`src/rtl/spi_reg_bridge_pkg.sv`:
```
// Shared types and constants for the SPI-to-register bridge.
package spi_reg_bridge_pkg;

    typedef enum logic [2:0] {
        IDLE,
        CMD,
        WRITE,
        RD_REQ,
        RD_WAIT,
        RD_DATA
    } state_t;

    localparam int unsigned CMD_READ_BIT = 7;
    localparam int unsigned ADDR_BITS    = 7;
    localparam logic [7:0]  TIMEOUT_BYTE = 8'hFF;

endpackage

```
`src/rtl/spi_reg_bridge.sv`:
```
// SPI byte stream to register bus bridge: command byte, then write data or read data bytes.
// Define SPI_REG_BRIDGE_AUTOINC_EN to auto-increment addr after each data byte.
module spi_reg_bridge
    import spi_reg_bridge_pkg::*;
#(
    parameter int unsigned RD_TIMEOUT = 255,
    parameter logic [7:0]  IDLE_BYTE  = 8'h00
) (
    input  logic                 clk,
    input  logic                 rst,
    input  logic                 cs_falling,
    input  logic [7:0]           rx_data,
    input  logic                 rx_data_valid,
    output logic [7:0]           tx_data,
    output logic                 tx_data_valid,
    output logic                 wr_en,
    output logic                 rd_en,
    output logic [ADDR_BITS-1:0] addr,
    output logic [7:0]           wr_data,
    input  logic [7:0]           rd_data,
    input  logic                 rd_valid,
    output logic                 rd_timeout
);

`ifdef SPI_REG_BRIDGE_AUTOINC_EN
    localparam bit AUTOINC = 1'b1;
`else
    localparam bit AUTOINC = 1'b0;
`endif

    localparam int unsigned CW = $clog2(RD_TIMEOUT + 1);

    state_t                state, state_next;
    logic [ADDR_BITS-1:0]  addr_next;
    logic [7:0]            wr_data_next, tx_data_next;
    logic                  wr_en_next, rd_en_next, tx_valid_next, rd_timeout_next;
    logic [CW-1:0]         tmo_cnt, tmo_cnt_next;

    always_ff @(posedge clk) begin
        if (rst) begin
            state         <= IDLE;
            addr          <= '0;
            wr_data       <= '0;
            tx_data       <= IDLE_BYTE;
            wr_en         <= 1'b0;
            rd_en         <= 1'b0;
            tx_data_valid <= 1'b0;
            rd_timeout    <= 1'b0;
            tmo_cnt       <= '0;
        end else begin
            state         <= state_next;
            addr          <= addr_next;
            wr_data       <= wr_data_next;
            tx_data       <= tx_data_next;
            wr_en         <= wr_en_next;
            rd_en         <= rd_en_next;
            tx_data_valid <= tx_valid_next;
            rd_timeout    <= rd_timeout_next;
            tmo_cnt       <= tmo_cnt_next;
        end
    end

    always_comb begin
        state_next      = state;
        addr_next       = addr;
        wr_data_next    = wr_data;
        tx_data_next    = tx_data;
        wr_en_next      = 1'b0;
        rd_en_next      = 1'b0;
        tx_valid_next   = 1'b0;
        rd_timeout_next = rd_timeout;
        tmo_cnt_next    = tmo_cnt;

        // Write address advances after the strobe cycle so wr_en sees the old addr.
        if (wr_en && AUTOINC)
            addr_next = addr + 7'd1;

        if (cs_falling) begin
            state_next      = CMD;
            rd_timeout_next = 1'b0;
        end else begin
            case (state)
                IDLE: ;
                CMD: begin
                    if (rx_data_valid) begin
                        addr_next  = rx_data[ADDR_BITS-1:0];
                        state_next = rx_data[CMD_READ_BIT] ? RD_REQ : WRITE;
                    end
                end
                WRITE: begin
                    if (rx_data_valid) begin
                        wr_en_next   = 1'b1;
                        wr_data_next = rx_data;
                    end
                end
                RD_REQ: begin
                    rd_en_next   = 1'b1;
                    tmo_cnt_next = '0;
                    state_next   = RD_WAIT;
                end
                RD_WAIT: begin
                    if (rd_valid) begin
                        tx_data_next  = rd_data;
                        tx_valid_next = 1'b1;
                        state_next    = RD_DATA;
                    end else if (tmo_cnt == CW'(RD_TIMEOUT - 1)) begin
                        tx_data_next    = TIMEOUT_BYTE;
                        tx_valid_next   = 1'b1;
                        rd_timeout_next = 1'b1;
                        state_next      = RD_DATA;
                    end else begin
                        tmo_cnt_next = tmo_cnt + CW'(1);
                    end
                end
                RD_DATA: begin
                    if (rx_data_valid) begin
                        if (AUTOINC)
                            addr_next = addr + 7'd1;
                        state_next = RD_REQ;
                    end
                end
                default: state_next = IDLE;
            endcase
        end

        if (!(state_next inside {RD_WAIT, RD_DATA}))
            tx_data_next = IDLE_BYTE;
    end

endmodule

```
`config.mk`:
```
export PLATFORM = sky130hd
export DESIGN_NAME = spi_reg_bridge
export DESIGN_NICKNAME = d
export VERILOG_FILES = /design/src/rtl/spi_reg_bridge_pkg.sv /design/src/rtl/spi_reg_bridge.sv
export SDC_FILE = /design/constraint.sdc
export NUM_CORES = 1
export LEC_CHECK = 0
export CAP_MARGIN = 20
export CORE_ASPECT_RATIO = 0.8
export CORE_UTILIZATION = 25
export DETAILED_ROUTE_END_ITERATION = 10
export HOLD_SLACK_MARGIN = 0.12
export SLEW_MARGIN = 20
export SYNTH_ARGS = -nofsm -noshare
export SYNTH_HDL_FRONTEND = slang
export SYNTH_SLANG_ARGS = --single-unit
```
`constraint.sdc`:
```
create_clock -name clk -period 3.23 [get_ports clk]
set_input_delay 0.646 -clock clk [delete_from_list [all_inputs] [get_ports clk]]
set_output_delay 0.646 -clock clk [all_outputs]
set_load 0.01 [all_outputs]
```
==> results of run 1 <==
[worst paths after layout]
kind / startpoint / endpoint / slack, ps / cells past startpoint
worst min-delay path: rd_timeout$_SDFFE_PP0P_ / rd_timeout$_SDFFE_PP0P_ / 490 / 1
worst max-delay path: cs_falling / tmo_cnt[1]$_SDFFE_PP0P_ / 950 / 5
worst max register to register: state[1]$_SDFF_PP0_ / wr_data[1]$_SDFFE_PP0P_ / 1450 / 4
worst min register to register: rd_timeout$_SDFFE_PP0P_ / rd_timeout$_SDFFE_PP0P_ / 490 / 1
[worst reg2reg max path: stages, from the launching register on]
cell and delay (ps):
dfxtp_1 530, nor3b_1 290, nand3b_1 490, mux2i_1 310, nor2_1 50
[flip-flops by register name (all words and copies together), names as in the netlist]
signal         flops
addr               7
rd_en              1
rd_timeout         1
state              3
tmo_cnt            8
tx_data            8
tx_data_valid      1
wr_data            8
wr_en              1
[cells in the mapped netlist, types with 3 or more instances]
cell type,instances,area share [%]
nor2_1,19,4.4
mux2i_1,17,11
nor3_1,3,0.93
nand3_1,7,2.2
dfxtp_1,38,47
nand2_1,9,2.1
a21oi_1,3,0.93
o221a_2,7,4.9
inv_1,4,0.93
buf_4,3,1.4
[layout by cell type, fill, tap and decap left out, types with 3 or more instances in the layout]
| master | instances |
|---|---|
| a21oi_1 | 3 |
| clkbuf_8 | 6 |
| clkdlybuf4s50_1 | 47 |
| dfxtp_1 | 38 |
| inv_1 | 4 |
| mux2i_1 | 17 |
| nand2_1 | 9 |
| nand3_1 | 7 |
| nor2_1 | 19 |
| nor3_1 | 3 |
| o221a_2 | 7 |
[per-layer routing]
layer | vias up | routed length, um | share of wire, % | global-route usage, %
met5 | - | 0 | 0 | 0
met4 | 0 | 33 | 0.87 | 4.69
met3 | 2 | 203 | 5.3 | 3.31
met2 | 39 | 1640 | 43 | 17.0
met1 | 613 | 1930 | 51 | 15.9
li1 | 683 | - | - | -
[stage by stage]
step	power, uW	instance area, um^2	hold WS (ps)
5_1_grt	1090	2290	522
3_5_place_dp	550	2150	478
3_3_place_gp	550	2150	460
2_1_floorplan	512	1610	472
6_report	1040	2290	490
4_1_cts	1060	2290	499
[final cells by class]
class / count / area share, %
Inverter: 4 / 0.655
Multi-Input combinational cell: 108 / 34.7
Timing Repair Buffer: 48 / 20.9
Clock inverter: 2 / 2.62
Sequential cell: 38 / 33.2
Tap cell: 81 / 4.42
Clock buffer: 6 / 3.60
[power by group through the flow]
stage                     clock (uW)  sequential [uW]  combinational, uW
final                            498              477               62.1
after global routing             540              478               66.6
after CTS                        518              477               62.7
after detailed placement           0              488               62.2
after global placement             0              488               62.4
after floorplan                    0              486               25.9
[logic make-up (layout without fill, tap and decap cells)]
group | count (synthesis) | in the layout | share of synthesized area [%]
DFF | 38 | 38 | 47.2
adders and majority gates | 2 | 2 | 1.55
and+or+nand+nor | 57 | 57 | 19.9
AOI/OAI and AO/OA | 32 | 32 | 17.3
muxes | 17 | 17 | 10.6
buffers and inverters | 11 | 60 | 3.42
==> impl_metrics.json, run 1 <==
{
  "swShare_pct": 19.3,
  "setup-violations-final": 0,
  "fillCellCount": 627,
  "drive_above_1_share_pct": 12.1,
  "ir_drop_mv": 0.182,
  "critPathBufInv": 1,
  "io_buffers": 47,
  "worstPathArrival_ps": 2490,
  "utilization_pct": 37.8,
  "synth_edf_count": 0,
  "seqPwrFrac_pct": 46.0,
  "grt_use_total_pct": 11.6,
  "synthCells": 157,
  "combPwrFrac_pct": 6.0,
  "dr.first_iter.drc_count": 85,
  "synth-main-ff-cell": "dfxtp_1",
  "slowest_delay_ps": 690,
  "nNetsFinal": 228,
  "cts_htree_levels": 2,
  "cts_hold_buf": 0,
  "remaining_drc_errors": 0,
  "pwr-share-clk_pct": 48.0,
  "globalplace.congestion": 0.804,
  "die_h_um": 73.8,
  "cts_buffer_depth": 2,
  "dieArea_um2": 6770,
  "row_count": 25,
  "clkTransAtPathRegs_ps": 70,
  "ff_latch_area_um2": 761,
  "clockRootBuffer": "clkbuf_8",
  "core_area_um2": 6070,
  "crit_path_end_kind": "flop",
  "setup.worst_path.class": "in -> reg",
  "area_growth_pct": 42.3,
  "p_int_uw": 837,
  "status": "finished, final reports clean",
  "dr_total_vias": 1337,
  "final_max_slew_viol_count": 0,
  "grt_pass1_vias": 1204,
  "preCtsSetupSlack_ps": 646,
  "synth_fp_nets": 180,
  "clock-sinks": 38,
  "yosysWarnings": 0,
  "ios": 48,
  "grt_pass1_wl_um": 6040,
  "critPathTopFamily": "simple AND/OR/NAND/NOR gates",
  "cp_max_fo": 10,
  "instances_no_fill": 287,
  "tns_ps": 0,
  "tritoncts": "done",
  "grt_max_degree": 21,
  "post_drt_wl_per_cell_um": 13.2,
  "drt_pass1_iterations": 4,
  "ys_seq_area_share_pct": 47.2,
  "multi_input_area_um2": 795,
  "maxCapViolCount": 0,
  "start_util_pct": 26.5,
  "crit_path_start_kind": "input port",
  "power_density_nw_per_um2": 452,
  "slowest_stage": "clkdlybuf4s50_1",
  "worstPathCellList": "clkdlybuf4s50_1 -> and4bb_2 -> nor3_1 -> a21oi_1 -> o22ai_1",
  "ys_seq_elements": 38,
  "hp-class": "reg -> reg",
  "post_cts_buffers": 0,
  "avgSynthCellArea_um2": 10.3,
  "period_minus_slack_ps": 2280,
  "grt_overflow": 0,
  "p_sw_uw": 200,
  "fin_ws_ps": 948,
  "viasPerCell": 4.66,
  "chipWidth_um": 91.7,
  "cts-resized-gates": 0,
  "worst_slew_pin_slew_ps": 772,
  "place_inst": 279,
  "ys_types": 44,
  "async_flop_share_pct": 0,
  "numCtsBuffers": 5,
  "routed_wl_um": 3800,
  "syn-cell-area_um2": 1610,
  "clk_latency_ps": 290,
  "period_share_pct": 70.6,
  "hold_violations": 0,
  "relSlewSlack_pct": 48.1,
  "power.leakage_uw": 0.000904,
  "skew_ps": 10.1,
  "rsz0062_at_grt": "false",
  "required_ps": 3440,
  "drtAntennaViolNets": 0,
  "dp_hpwl_um": 2700,
  "n_antenna_cell": 0,
  "max_freq_mhz": 438,
  "antenna_found_initial": 0
}
Power figures use the tool's default switching activity.
==> run 2: changes to the inputs <==
==> constraint.sdc (replaced) <==
create_clock -name clk -period 2.3 [get_ports clk]
set_input_delay 0.46 -clock clk [delete_from_list [all_inputs] [get_ports clk]]
set_output_delay 0.46 -clock clk [all_outputs]
set_load 0.01 [all_outputs]
==> impl_metrics.json, run 2 (synthesis gave the netlist of run 1 again) <==
{
  "clock-sinks": 38,
  "dr_total_vias": 1349,
  "dr.max_layer_used": "met4",
  "post_drt_wl_per_cell_um": 12.9,
  "layout_commonest_cell": "clkdlybuf4s50_1",
  "die_h_um": 73.8,
  "post_cts_buffers": 0,
  "n_antenna_cell": 0,
  "slowest_stage": "clkdlybuf4s50_1",
  "required_ps": 2530,
  "grt_use_total_pct": 11.4,
  "crit_path_start_kind": "input port",
  "area_growth_pct": 41.0,
  "grt_pass1_vias": 1267,
  "drtAntennaViolNets": 0,
  "drive_above_1_share_pct": 13.3,
  "final_cell_mix": "47 x clkdlybuf4s50_1, 38 x dfxtp_1, 19 x nor2_1, 17 x mux2i_1, 9 x nand2_1",
  "globalplace.congestion": 0.804,
  "worstRegToRegCells": 6,
  "power_density_nw_per_um2": 540,
  "io_buffers": 47,
  "viasPerCell": 4.64,
  "ir_drop_mv": 0.213,
  "cts_hold_buf": 0,
  "rrSetupSlack_ps": 500,
  "clockRootBuffer": "clkbuf_8",
  "nNetsFinal": 232,
  "met3_wirelength_um": 165,
  "relSlewSlack_pct": 71.5,
  "reg_top3": "tmo_cnt (8), tx_data (8), wr_data (8)",
  "tns_ps": 0,
  "dr.first_iter.drc_count": 80,
  "max_freq_mhz": 539,
  "hp-class": "reg -> reg",
  "dieArea_um2": 6770,
  "skew_ps": 10.4,
  "met1_length_um": 1900,
  "r2r_start": "tmo_cnt[0]$_SDFFE_PP0P_",
  "crit_end": "tx_data[4]$_SDFFE_PP0P_",
  "worstPathCellList": "clkdlybuf4s50_1 -> nor2_1 -> a21boi_2 -> o221a_2",
  "cts_htree_levels": 2,
  "period_minus_slack_ps": 1850,
  "utilization_pct": 37.4,
  "core_area_um2": 6070,
  "ios": 48,
  "dp_hpwl_um": 2760,
  "grt_overflow": 0,
  "cts_buffer_depth": 2,
  "r2r-end": "tmo_cnt[3]$_SDFFE_PP0P_",
  "path_depth": 4,
  "worst_slew_pin_slew_ps": 426,
  "setup.worst_path.class": "in -> reg",
  "setup-violations-final": 0,
  "clk_latency_ps": 280,
  "tritoncts": "done",
  "crit_path_end_kind": "flop",
  "maxCapViolCount": 0,
  "routed_wl_um": 3740,
  "cp_max_fo": 9,
  "critPathTopFamily": "compound AO/OA/AOI/OAI gates",
  "chipWidth_um": 91.7,
  "final_max_slew_viol_count": 0,
  "power.leakage_uw": 0.000900,
  "row_count": 25,
  "cts-resized-gates": 0,
  "hold_violations": 0,
  "rsz0062_at_grt": "false",
  "clkTransAtPathRegs_ps": 80,
  "drt_pass1_iterations": 4,
  "slowest_delay_ps": 540,
  "status": "finished, final reports clean",
  "start_util_pct": 26.5,
  "remaining_drc_errors": 0,
  "period_share_pct": 80.6,
  "route.met2.wl_um": 1650,
  "startpoint": "cs_falling",
  "worstPathArrival_ps": 2090,
  "numCtsBuffers": 5,
  "critPathBufInv": 1,
  "antenna_found_initial": 0,
  "grt_pass1_wl_um": 6050,
  "grt_max_degree": 20
}
[run 2: worst register-to-register path, cell delays in order, from the launching register on]
cell	delay (ps)
dfxtp_1	420
inv_1	70
ha_1	200
and3_1	220
a21oi_2	220
nand3_1	220
o311ai_1	340
[run 2: metrics by stage]
stage	hold slack [ps]	power [uW]	instance area, um^2	std cells	setup WS (ps)
floorplan	472	719	1610	157	692
detailed placement	461	775	2180	283	158
CTS	485	1250	2270	291	454
finish	478	1230	2270	291	446
global route	515	1280	2270	291	333
global placement	459	776	2180	283	152
[run 2: worst min-delay path by stage]
stage,start,endpoint,slack (ps),cells after the start
2_1_floorplan,tmo_cnt[7]$_SDFFE_PP0P_,tmo_cnt[7]$_SDFFE_PP0P_,470,2
3_3_place_gp,rd_timeout$_SDFFE_PP0P_,rd_timeout$_SDFFE_PP0P_,460,1
3_5_place_dp,rd_timeout$_SDFFE_PP0P_,rd_timeout$_SDFFE_PP0P_,460,1
4_1_cts,rd_timeout$_SDFFE_PP0P_,rd_timeout$_SDFFE_PP0P_,490,1
5_1_grt,rd_timeout$_SDFFE_PP0P_,rd_timeout$_SDFFE_PP0P_,510,1
6_report,rd_timeout$_SDFFE_PP0P_,rd_timeout$_SDFFE_PP0P_,480,1
[run 2: power breakdown]
| part | leakage (uW) | switching [uW] | internal, uW | total, uW |
|---|---|---|---|---|
| logic | 0.000545 | 37.4 | 51.8 | 89.2 |
| registers | 0.000307 | 6.90 | 663 | 670 |
| clock network | 0.0000482 | 225 | 242 | 467 |
[run 2: area by class of cell]
type	instances	area, um^2
clock buffer	7	86.3
clock inverter	1	5.00
fill	633	3800
inverter	4	15.0
multi-input combinational	108	795
sequential	38	761
tap	81	101
timing repair buffer	52	508
[run 2: routing by layer]
| layer | vias to the layer above | GRT usage (%) |
|---|---|---|
| li1 | 694 | - |
| met1 | 627 | 15.3 |
| met2 | 26 | 17.9 |
| met3 | 2 | 3.11 |
| met4 | 0 | 3.13 |
| met5 | - | 0 |
